**src/rtl/fp16_mul_pkg.sv**
```systemverilog
// rtl/fp16_mul_pkg.sv - shared constants, operand class and pipeline bundle for the fp16 multiply back end
package fp16_mul_pkg;

    localparam int EXP_W = 5;
    localparam int MAN_W = 10;
    localparam int BIAS  = 15;
    localparam logic [15:0] QNAN = 16'h7E00;
    localparam logic [15:0] PINF = 16'h7C00;

    typedef enum logic [2:0] {NORM, ZERO, INF, NAN, INV} fp_class_t;

    typedef struct packed {
        logic              valid;
        logic              sign;
        logic signed [6:0] esum;
        fp_class_t         cls;
    } op_info_t;

    // A NaN operand dominates; inf times zero is the only invalid product.
    function automatic fp_class_t classify(input logic [EXP_W-1:0] a_exp,
                                           input logic [EXP_W-1:0] b_exp,
                                           input logic a_man_nz,
                                           input logic b_man_nz);
        logic any_nan;
        logic any_inf;
        logic any_zero;
        any_nan  = (&a_exp && a_man_nz) || (&b_exp && b_man_nz);
        any_inf  = (&a_exp && !a_man_nz) || (&b_exp && !b_man_nz);
        any_zero = (a_exp == '0) || (b_exp == '0);
        if (any_nan)
            return NAN;
        else if (any_inf)
            return any_zero ? INV : INF;
        else if (any_zero)
            return ZERO;
        else
            return NORM;
    endfunction

endpackage

```
**src/rtl/fp16_mul_post_if.sv**
```systemverilog
// rtl/fp16_mul_post_if.sv - operand/product inputs and packed result outputs of the fp16 multiply back end
interface fp16_mul_post_if;
    import fp16_mul_pkg::*;

    logic               in_valid;
    logic               a_sign;
    logic               b_sign;
    logic [EXP_W-1:0]   a_exp;
    logic [EXP_W-1:0]   b_exp;
    logic               a_man_nz;
    logic               b_man_nz;
    logic [23:0]        mul_prod;
    logic               out_valid;
    logic [15:0]        result;
    logic               flag_ovf;
    logic               flag_unf;
    logic               flag_inx;
    logic               flag_inv;

    modport master (
        output in_valid, a_sign, b_sign, a_exp, b_exp, a_man_nz, b_man_nz, mul_prod,
        input  out_valid, result, flag_ovf, flag_unf, flag_inx, flag_inv
    );

    modport slave (
        input  in_valid, a_sign, b_sign, a_exp, b_exp, a_man_nz, b_man_nz, mul_prod,
        output out_valid, result, flag_ovf, flag_unf, flag_inx, flag_inv
    );

endinterface

```
**src/rtl/fp16_mul_delay_line.sv**
```systemverilog
// rtl/fp16_mul_delay_line.sv - shift register keeping operand info aligned with the Booth multiplier latency
module fp16_mul_delay_line
    import fp16_mul_pkg::*;
#(
    parameter int DEPTH = 7
) (
    input  logic     CLK,
    input  logic     RST,
    input  op_info_t din,
    output op_info_t dout
);

    op_info_t stage [DEPTH];

    always_ff @(posedge CLK or negedge RST) begin
        if (!RST) begin
            for (int i = 0; i < DEPTH; i++)
                stage[i] <= '0;
        end else begin
            stage[0] <= din;
            for (int i = 1; i < DEPTH; i++)
                stage[i] <= stage[i-1];
        end
    end

    assign dout = stage[DEPTH-1];

endmodule

```
**src/rtl/fp16_mul_post.sv**
```systemverilog
// rtl/fp16_mul_post.sv - normalize, RNE round and pack of the fp16 product; FP16_MUL_STICKY_FLAGS_EN adds sticky flags
module fp16_mul_post
    import fp16_mul_pkg::*;
#(
    parameter int MUL_LAT = 8
) (
    input  logic            CLK,
    input  logic            RST,
    fp16_mul_post_if.slave  io
`ifdef FP16_MUL_STICKY_FLAGS_EN
    ,
    input  logic            flag_clr,
    output logic [3:0]      sticky_flags
`endif
);

    op_info_t issue_d;
    op_info_t issue_q;
    op_info_t aligned;

    always_comb begin
        issue_d       = '0;
        issue_d.valid = io.in_valid;
        issue_d.sign  = io.a_sign ^ io.b_sign;
        issue_d.esum  = $signed({2'b00, io.a_exp}) + $signed({2'b00, io.b_exp}) - 7'sd15;
        issue_d.cls   = classify(io.a_exp, io.b_exp, io.a_man_nz, io.b_man_nz);
    end

    always_ff @(posedge CLK or negedge RST) begin
        if (!RST)
            issue_q <= '0;
        else
            issue_q <= issue_d;
    end

    fp16_mul_delay_line #(.DEPTH(MUL_LAT - 1)) u_delay (
        .CLK  (CLK),
        .RST  (RST),
        .din  (issue_q),
        .dout (aligned)
    );

    // Product bits [23:22] are always zero for 11-bit significands.
    logic [21:0]       prod;
    logic              unused_prod_hi;
    logic signed [7:0] esum_ext;
    logic signed [7:0] e_norm;
    logic signed [7:0] e_fin;
    logic [MAN_W-1:0]  man;
    logic [MAN_W:0]    man_rnd;
    logic              guard;
    logic              sticky;
    logic              round_up;
    logic              inexact;
    logic [15:0]       res_d;
    logic [3:0]        flg_d;

    assign prod           = io.mul_prod[21:0];
    assign unused_prod_hi = |io.mul_prod[23:22];
    assign esum_ext       = {aligned.esum[6], aligned.esum};

    always_comb begin
        man    = '0;
        guard  = 1'b0;
        sticky = 1'b0;
        e_norm = esum_ext;
        if (prod[21]) begin
            man    = prod[20:11];
            guard  = prod[10];
            sticky = |prod[9:0];
            e_norm = esum_ext + 8'sd1;
        end else begin
            man    = prod[19:10];
            guard  = prod[9];
            sticky = |prod[8:0];
        end
        round_up = guard & (sticky | man[0]);
        man_rnd  = {1'b0, man} + {{MAN_W{1'b0}}, round_up};
        e_fin    = man_rnd[MAN_W] ? e_norm + 8'sd1 : e_norm;
        inexact  = guard | sticky;
    end

    // flg_d is {inv, ovf, unf, inx}
    always_comb begin
        res_d = '0;
        flg_d = '0;
        case (aligned.cls)
            NAN:  res_d = QNAN;
            INV: begin
                res_d    = QNAN;
                flg_d[3] = 1'b1;
            end
            INF:  res_d = {aligned.sign, PINF[14:0]};
            ZERO: res_d = {aligned.sign, 15'b0};
            default: begin
                if (e_fin >= 8'sd31) begin
                    res_d = {aligned.sign, PINF[14:0]};
                    flg_d = 4'b0101;
                end else if (e_fin <= 8'sd0) begin
                    res_d = {aligned.sign, 15'b0};
                    flg_d = 4'b0011;
                end else begin
                    res_d    = {aligned.sign, e_fin[4:0], man_rnd[MAN_W-1:0]};
                    flg_d[0] = inexact;
                end
            end
        endcase
    end

    always_ff @(posedge CLK or negedge RST) begin
        if (!RST) begin
            io.out_valid <= 1'b0;
            io.result    <= '0;
            io.flag_inv  <= 1'b0;
            io.flag_ovf  <= 1'b0;
            io.flag_unf  <= 1'b0;
            io.flag_inx  <= 1'b0;
        end else begin
            io.out_valid <= aligned.valid;
            io.result    <= aligned.valid ? res_d : '0;
            io.flag_inv  <= aligned.valid & flg_d[3];
            io.flag_ovf  <= aligned.valid & flg_d[2];
            io.flag_unf  <= aligned.valid & flg_d[1];
            io.flag_inx  <= aligned.valid & flg_d[0];
        end
    end

`ifdef FP16_MUL_STICKY_FLAGS_EN
    logic [3:0] new_flags;
    assign new_flags = io.out_valid ? {io.flag_inv, io.flag_ovf, io.flag_unf, io.flag_inx} : 4'b0;

    always_ff @(posedge CLK or negedge RST) begin
        if (!RST)
            sticky_flags <= '0;
        else if (flag_clr)
            sticky_flags <= new_flags;
        else
            sticky_flags <= sticky_flags | new_flags;
    end
`endif

endmodule
```
**src/flat_wrapper.sv**
```systemverilog
// flat-port wrapper written by rule: the top's interface ports become plain ports
module fp16_mul_post_flat import fp16_mul_pkg::*;
#(
    parameter int MUL_LAT = 8
)
  (CLK, RST, io_in_valid, io_a_sign, io_b_sign, io_a_exp, io_b_exp, io_a_man_nz, io_b_man_nz, io_mul_prod, io_out_valid, io_result, io_flag_ovf, io_flag_unf, io_flag_inx, io_flag_inv);
  fp16_mul_post_if io_i ();
  input  logic CLK;
  input  logic RST;
  input wire logic [$bits(io_i.in_valid)-1:0] io_in_valid;
  input wire logic [$bits(io_i.a_sign)-1:0] io_a_sign;
  input wire logic [$bits(io_i.b_sign)-1:0] io_b_sign;
  input wire logic [$bits(io_i.a_exp)-1:0] io_a_exp;
  input wire logic [$bits(io_i.b_exp)-1:0] io_b_exp;
  input wire logic [$bits(io_i.a_man_nz)-1:0] io_a_man_nz;
  input wire logic [$bits(io_i.b_man_nz)-1:0] io_b_man_nz;
  input wire logic [$bits(io_i.mul_prod)-1:0] io_mul_prod;
  output wire logic [$bits(io_i.out_valid)-1:0] io_out_valid;
  output wire logic [$bits(io_i.result)-1:0] io_result;
  output wire logic [$bits(io_i.flag_ovf)-1:0] io_flag_ovf;
  output wire logic [$bits(io_i.flag_unf)-1:0] io_flag_unf;
  output wire logic [$bits(io_i.flag_inx)-1:0] io_flag_inx;
  output wire logic [$bits(io_i.flag_inv)-1:0] io_flag_inv;
  assign io_i.in_valid = io_in_valid;
  assign io_i.a_sign = io_a_sign;
  assign io_i.b_sign = io_b_sign;
  assign io_i.a_exp = io_a_exp;
  assign io_i.b_exp = io_b_exp;
  assign io_i.a_man_nz = io_a_man_nz;
  assign io_i.b_man_nz = io_b_man_nz;
  assign io_i.mul_prod = io_mul_prod;
  assign io_out_valid = io_i.out_valid;
  assign io_result = io_i.result;
  assign io_flag_ovf = io_i.flag_ovf;
  assign io_flag_unf = io_i.flag_unf;
  assign io_flag_inx = io_i.flag_inx;
  assign io_flag_inv = io_i.flag_inv;
  fp16_mul_post #(.MUL_LAT(MUL_LAT)) u_core (.CLK(CLK), .RST(RST), .io(io_i));
endmodule
```
**config.mk**
```make
export PLATFORM = sky130hd
export DESIGN_NAME = fp16_mul_post_flat
export DESIGN_NICKNAME = d
export VERILOG_FILES = /design/src/rtl/fp16_mul_pkg.sv /design/src/rtl/fp16_mul_post_if.sv /design/src/rtl/fp16_mul_delay_line.sv /design/src/rtl/fp16_mul_post.sv /design/src/flat_wrapper.sv
export SDC_FILE = /design/constraint.sdc
export NUM_CORES = 1
export LEC_CHECK = 0
export ABC_AREA = 0
export CORE_MARGIN = 8
export CORE_UTILIZATION = 35
export DETAILED_ROUTE_END_ITERATION = 10
export DONT_BUFFER_PORTS = 1
export MAX_ROUTING_LAYER = met4
export PLACE_DENSITY = 0.58
export SYNTH_ARGS = -nofsm -noshare
export SYNTH_HDL_FRONTEND = slang
export SYNTH_SLANG_ARGS = --single-unit
```
**constraint.sdc**
```tcl
create_clock -name CLK -period 7.7 [get_ports CLK]
set_input_delay 1.925 -clock CLK [delete_from_list [all_inputs] [get_ports CLK]]
set_output_delay 1.925 -clock CLK [all_outputs]
set_load 0.05 [all_outputs]
```
# Yosys cells after proc, flatten, opt, wreduce, memory -nomap -nowiden
# Index checks and enable logic that the tools add are counted.
# totals
out_inout_bits,21
reg_bits,117
# classes
reduce_logical,18
n_bitwise,8
magnitude_cmp,2
addsub,5
n_eq_ne,4
mux,18
# op_table
operator,count
$pmux 16 s3,1
$mux 15,2
$mux 16,1
$mux 8,2
$mux 3,5
$add 10x1->11,1
$logic_not 5->1,2
$mux 10,1
$reduce_and 5->1,2
$reduce_or 10->1,1
$reduce_or 9->1,1
$add 7x2->8 const B,1
$add 8x2->8 const B,1
$ge 8x6->1 const B,1
$le 8x1->1 const B,1
$sub 7x5->7 const B,1
$add 5x5->6,1
$eq 3x2->1 const B,2
$and 1x1->1,5
$mux 1,5
$logic_and 1x1->1,4
$reduce_or 4->1,1
$eq 3x1->1 const B,1
$eq 3x3->1 const B,1
7 further kinds,11

# Depth between registers and ports, before layout
# logic_depth
depth_word,11
ltp_mapped,15
mapped_depth_nobuf,10

# By module
# A second synthesis with hierarchy kept.
# hier_totals
cells_unflattened,343
hier_area_um2,4588.2
# by_module_without_submodules
module,n_inst,area_per_inst_um2,cells_per_inst,seq_area_each_um2
fp16_mul_post,1,2396.0,247,825.8
fp16_mul_delay_line,1,2192.1,96,2102.0

# Worst setup path after synthesis
# OpenSTA, ideal clock, no wires.
# synth_path
path_kind,input to register
from,in io_mul_prod[21]
to,reg u_core.io.result[6]
arrival_time_ns,5.360
cell_stages,15
setup_time_ns,0.087
setup_slack_ns,2.254
cell_sequence,buf_6 -> buf_2 -> buf_1 -> clkbuf_1 -> nand2_1 -> a21boi_0 -> ha_1 -> nand3_1 -> nor4b_4 -> o2111ai_1 -> a211o_1 -> a32o_2 -> or3_1 -> buf_6 -> a211oi_2
# synth_between
elab_chain_len,10
word_cells_on_any_way,15
cone_classes,2 x add/sub; 2 x order compare; 9 x mux; 2 x bitwise
# synth_lines
element,line,source
from (decl),flat_wrapper.sv:17,input wire logic [$bits(io_i.mul_prod)-1:0] io_mul_prod;
$mux 1 or $mux 10 (tied branches),fp16_mul_post.sv:67,if (prod[21]) begin
$or 1x1->1,fp16_mul_post.sv:77,round_up = guard & (sticky | man[0]);
$and 1x1->1,fp16_mul_post.sv:77,
$add 10x1->11,fp16_mul_post.sv:78,"man_rnd = {1'b0, man} + {{MAN_W{1'b0}}, round_up};"
$mux 8,fp16_mul_post.sv:79,e_fin = man_rnd[MAN_W] ? e_norm + 8'sd1 : e_norm;
$le 8x1->1,fp16_mul_post.sv:99,end else if (e_fin <= 8'sd0) begin
$mux 15,fp16_mul_post.sv:99,
$mux 15 *,fp16_mul_post.sv:96,if (e_fin >= 8'sd31) begin
$pmux 16 s3 *,fp16_mul_post.sv:87,case (aligned.cls)
$mux 16 *,fp16_mul_post.sv:120,io.result <= aligned.valid ? res_d : '0;
to (signal assigned),fp16_mul_post.sv:120,
to (decl),fp16_mul_post_if.sv:27,"output out_valid, result, flag_ovf, flag_unf, flag_inx, flag_inv"
# Mark *: on every way between the ends. The rest lies on a longest branch, timed or not.

# Final worst setup path
# layout_path
from,in io_mul_prod[21]
to,reg u_core.io.result[0]
# Same word-level chain as after synthesis.

==> impl_metrics.toml <==
[synthesis]
synth.area.top_cells = "dfrtp_1, xnor2_1, xor2_1"
synth_edf_count = 0
ys_seq_area_frac = 0.666
synth_top_area_cell = "dfrtp_1"
ys_types = 56
ys_ff_latch = 117
synth_fp_nets = 379
synth_area_um2 = 4400
async_flop_share = 1.00
synth_top_cell_area_share = 0.666
synth_ff_type = "dfrtp_1"
synth.avg_cell_area_um2 = 13.4
yosys_warnings = 0
synthCells = 328

[worst_hold_path]
whs_path_depth = 0
min-delay-path-class = "register to register"
min-delay-start = "u_core.u_delay.stage[68]"
hold_end = "u_core.u_delay.stage[56]"

[final_layout]
area_growth_pct = 18.4
final_common_cell = "dfrtp_1"
fin_cells = 525
antenna_cells = 0
drive_gt1_frac = 0.122
nets = 391
most-common-layout-cells = "dfrtp_1, nand2_1, nor2_1"
fin_area_um2 = 5210

[status]
run_status = "completed"

[setup_path]
critPathKind = "input port to register"
slowest_delay_ns = 0.54
r2r_slack_ns = 4.53
rr_worst_depth = 8
crit_path_top_delay_cell = "or4b_1"
worstSetupStartpointType = "input port"
cp_data_required_time_ns = 7.97
worstPathCellList = "nand2b_1, a21boi_0, ha_1, nand3_1, nor4b_4, nand2_1, or4b_1, a211oi_1, or3_1, nor2_1"
critPathArrivalTime_ns = 5.04
r2r-end = "u_core.io.result[0]"
r2r-start = "u_core.u_delay.dout[3]"
cp-end-kind = "register"
cp_max_fo = 35

[global_route]
gr-total-overflow = 0
grt_max_degree = 118
antenna_found_initial = 0
grt_pass1_vias = 2504
grt_pass1_wl_um = 11700
gr-usage-all-layers = 0.0955

[drt]
via_per_inst = 4.69
drc = 0
dr_wl_met3_um = 783
vias = 2463
wl_met1_um = 2930
detail_route.wirelength_um = 7060
first_iter_violations = 132
ant_nets = 0
drt-pass1-iter-count = 4
wl_per_cell_um = 13.5
met2WireLength_um = 3250
top_layer = "met4"

[pwr]
power.density_nw_per_um2 = 345
pwr-share-seq = 0.452
p_comb_frac = 0.081
intPower_mw = 1.35
leakage_nw = 2.34
p_clk_frac = 0.467
switching_share = 0.252
ir_worst_vdd_uv = 178
p_switching_mw = 0.452

[floorplanning]
fp.dieArea_um2 = 16400
core_area_um2 = 12500
rows = 41
io_pins = 62
die_w_um = 128
start_util = 0.353
die_y_um = 128

[place]
dp_hpwl_um = 4700
place.gp.congestion = 0.799
place_inst = 493
portBuffers = 0
pre_cts_ws_ns = 2.50
dpl_cell_area_um2 = 4560

[cts]
clockRootBuffer = "clkbuf_16"
path_clk_slew_ns = 0.06
cts_tree = "done"
clk_latency_ns = 0.40
cts_resized = 0
cts_buffers = 17
clockBufferDepth = 2
ctsHtreeMaxLevel = 4
post-cts-setup-buffers = 0
clock-sinks = 117
postCtsHoldBufs = 0

[timing]
whs_ns = 0.343
skew_ns = 0.00733
fin_crit_ns = 4.77
setup_viol = 0
max_slew_margin = 0.484
tightest_slew_ns = 0.772
period_share = 0.619
rsz0062_at_grt = "false"
layout_setup_ws_ns = 2.93
max_freq_ghz = 0.210
tns_ns = 0
hold_violations = 0
slew_violations = 0

[job]
cap_violations = 0
## kinds of logic after synthesis
logic type,after synthesis,share of synthesized area
adder cells (fa/ha/maj),11,0.0324
flip-flops,117,0.666
AND/OR/NAND/NOR,88,0.105
buffers and inverters,17,0.0202
XOR/XNOR,29,0.0578
AO/OA/AOI/OAI,54,0.0893
multiplexers,12,0.0296
## metal layers
| metal | up-vias | GRT usage |
|---|---|---|
| met2 | 77 | 0.142 |
| met5 | - | - |
| met3 | 10 | 0.0503 |
| met4 | 0 | 0.0524 |
| met1 | 1206 | 0.101 |
| li1 | 1170 | - |
## cell type report
class	instances	area, um^2
Fill cell	1127	7260
Tap cell	172	215
Inverter	10	37.5
Multi-Input combinational cell	194	1380
Clock buffer	20	457
Sequential cell	117	2930
Clock inverter	12	190
## cells in the mapped netlist (2+ instances only)
library cell	count
a211o_1	2
mux2_2	4
o21a_1	2
a211oi_1	4
o21ai_0	6
buf_2	2
or4b_1	2
and3_1	4
xnor2_1	16
dfrtp_1	117
nor3_1	4
or4_1	2
a21oi_1	14
nand2b_1	4
nor2_1	21
nand3b_1	2
and2_1	2
a21boi_0	3
buf_6	3
xor2_1	13
nand3_1	12
mux2i_1	7
ha_1	9
o2111ai_1	3
a311o_1	2
inv_1	10
a211oi_2	3
a21o_1	2
o211ai_1	3
nand2_1	24
## how the worst max path moves through the flow
| stage | startpoint | endpoint | depth (start not counted) |
|---|---|---|---|
| 2_1_floorplan | io_mul_prod[21] | u_core.io.result[6] | 15 |
| 4_1_cts | io_mul_prod[21] | u_core.io.result[0] | 10 |
| 3_3_place_gp | io_mul_prod[21] | u_core.io.result[8] | 10 |
| 5_1_grt | io_mul_prod[21] | u_core.io.result[0] | 10 |
| 3_5_place_dp | io_mul_prod[21] | u_core.io.result[0] | 10 |
| 6_report | io_mul_prod[21] | u_core.io.result[0] | 10 |
## worst max-delay path, delay by kind of cell
family / cells / cell delay (ns)
adder cells (fa/ha/maj): 1 / 0.24
AO/OA/AOI/OAI: 2 / 0.63
AND/OR/NAND/NOR: 7 / 2.23
## sequential cells by signal (all words and copies together) (netlist names)
name and count:
u_core.io.flag_ovf 1, u_core.u_delay.dout 12, u_core.issue_q 12, u_core.io.out_valid 1, u_core.io.flag_inx 1, u_core.io.flag_inv 1, u_core.u_delay.stage 72, u_core.io.flag_unf 1
u_core.io.result 16
## power groups by stage
stage / Sequential [mW] / Combinational [mW] / Clock, mW
after floorplan: 0.808 / 0.130 / 0
after global placement: 0.819 / 0.140 / 0
after detailed placement: 0.825 / 0.144 / 0
after CTS: 0.815 / 0.145 / 0.859
after global routing: 0.824 / 0.165 / 0.891
final: 0.813 / 0.145 / 0.839
## stage by stage
stage / utilization / power (mW)
2_1_floorplan: - / 0.938
3_3_place_gp: 0.366 / 0.959
3_5_place_dp: 0.366 / 0.969
4_1_cts: 0.418 / 1.82
5_1_grt: 0.418 / 1.88
6_report: 0.418 / 1.80
Note: power is estimated with default switching activity, not from simulation.
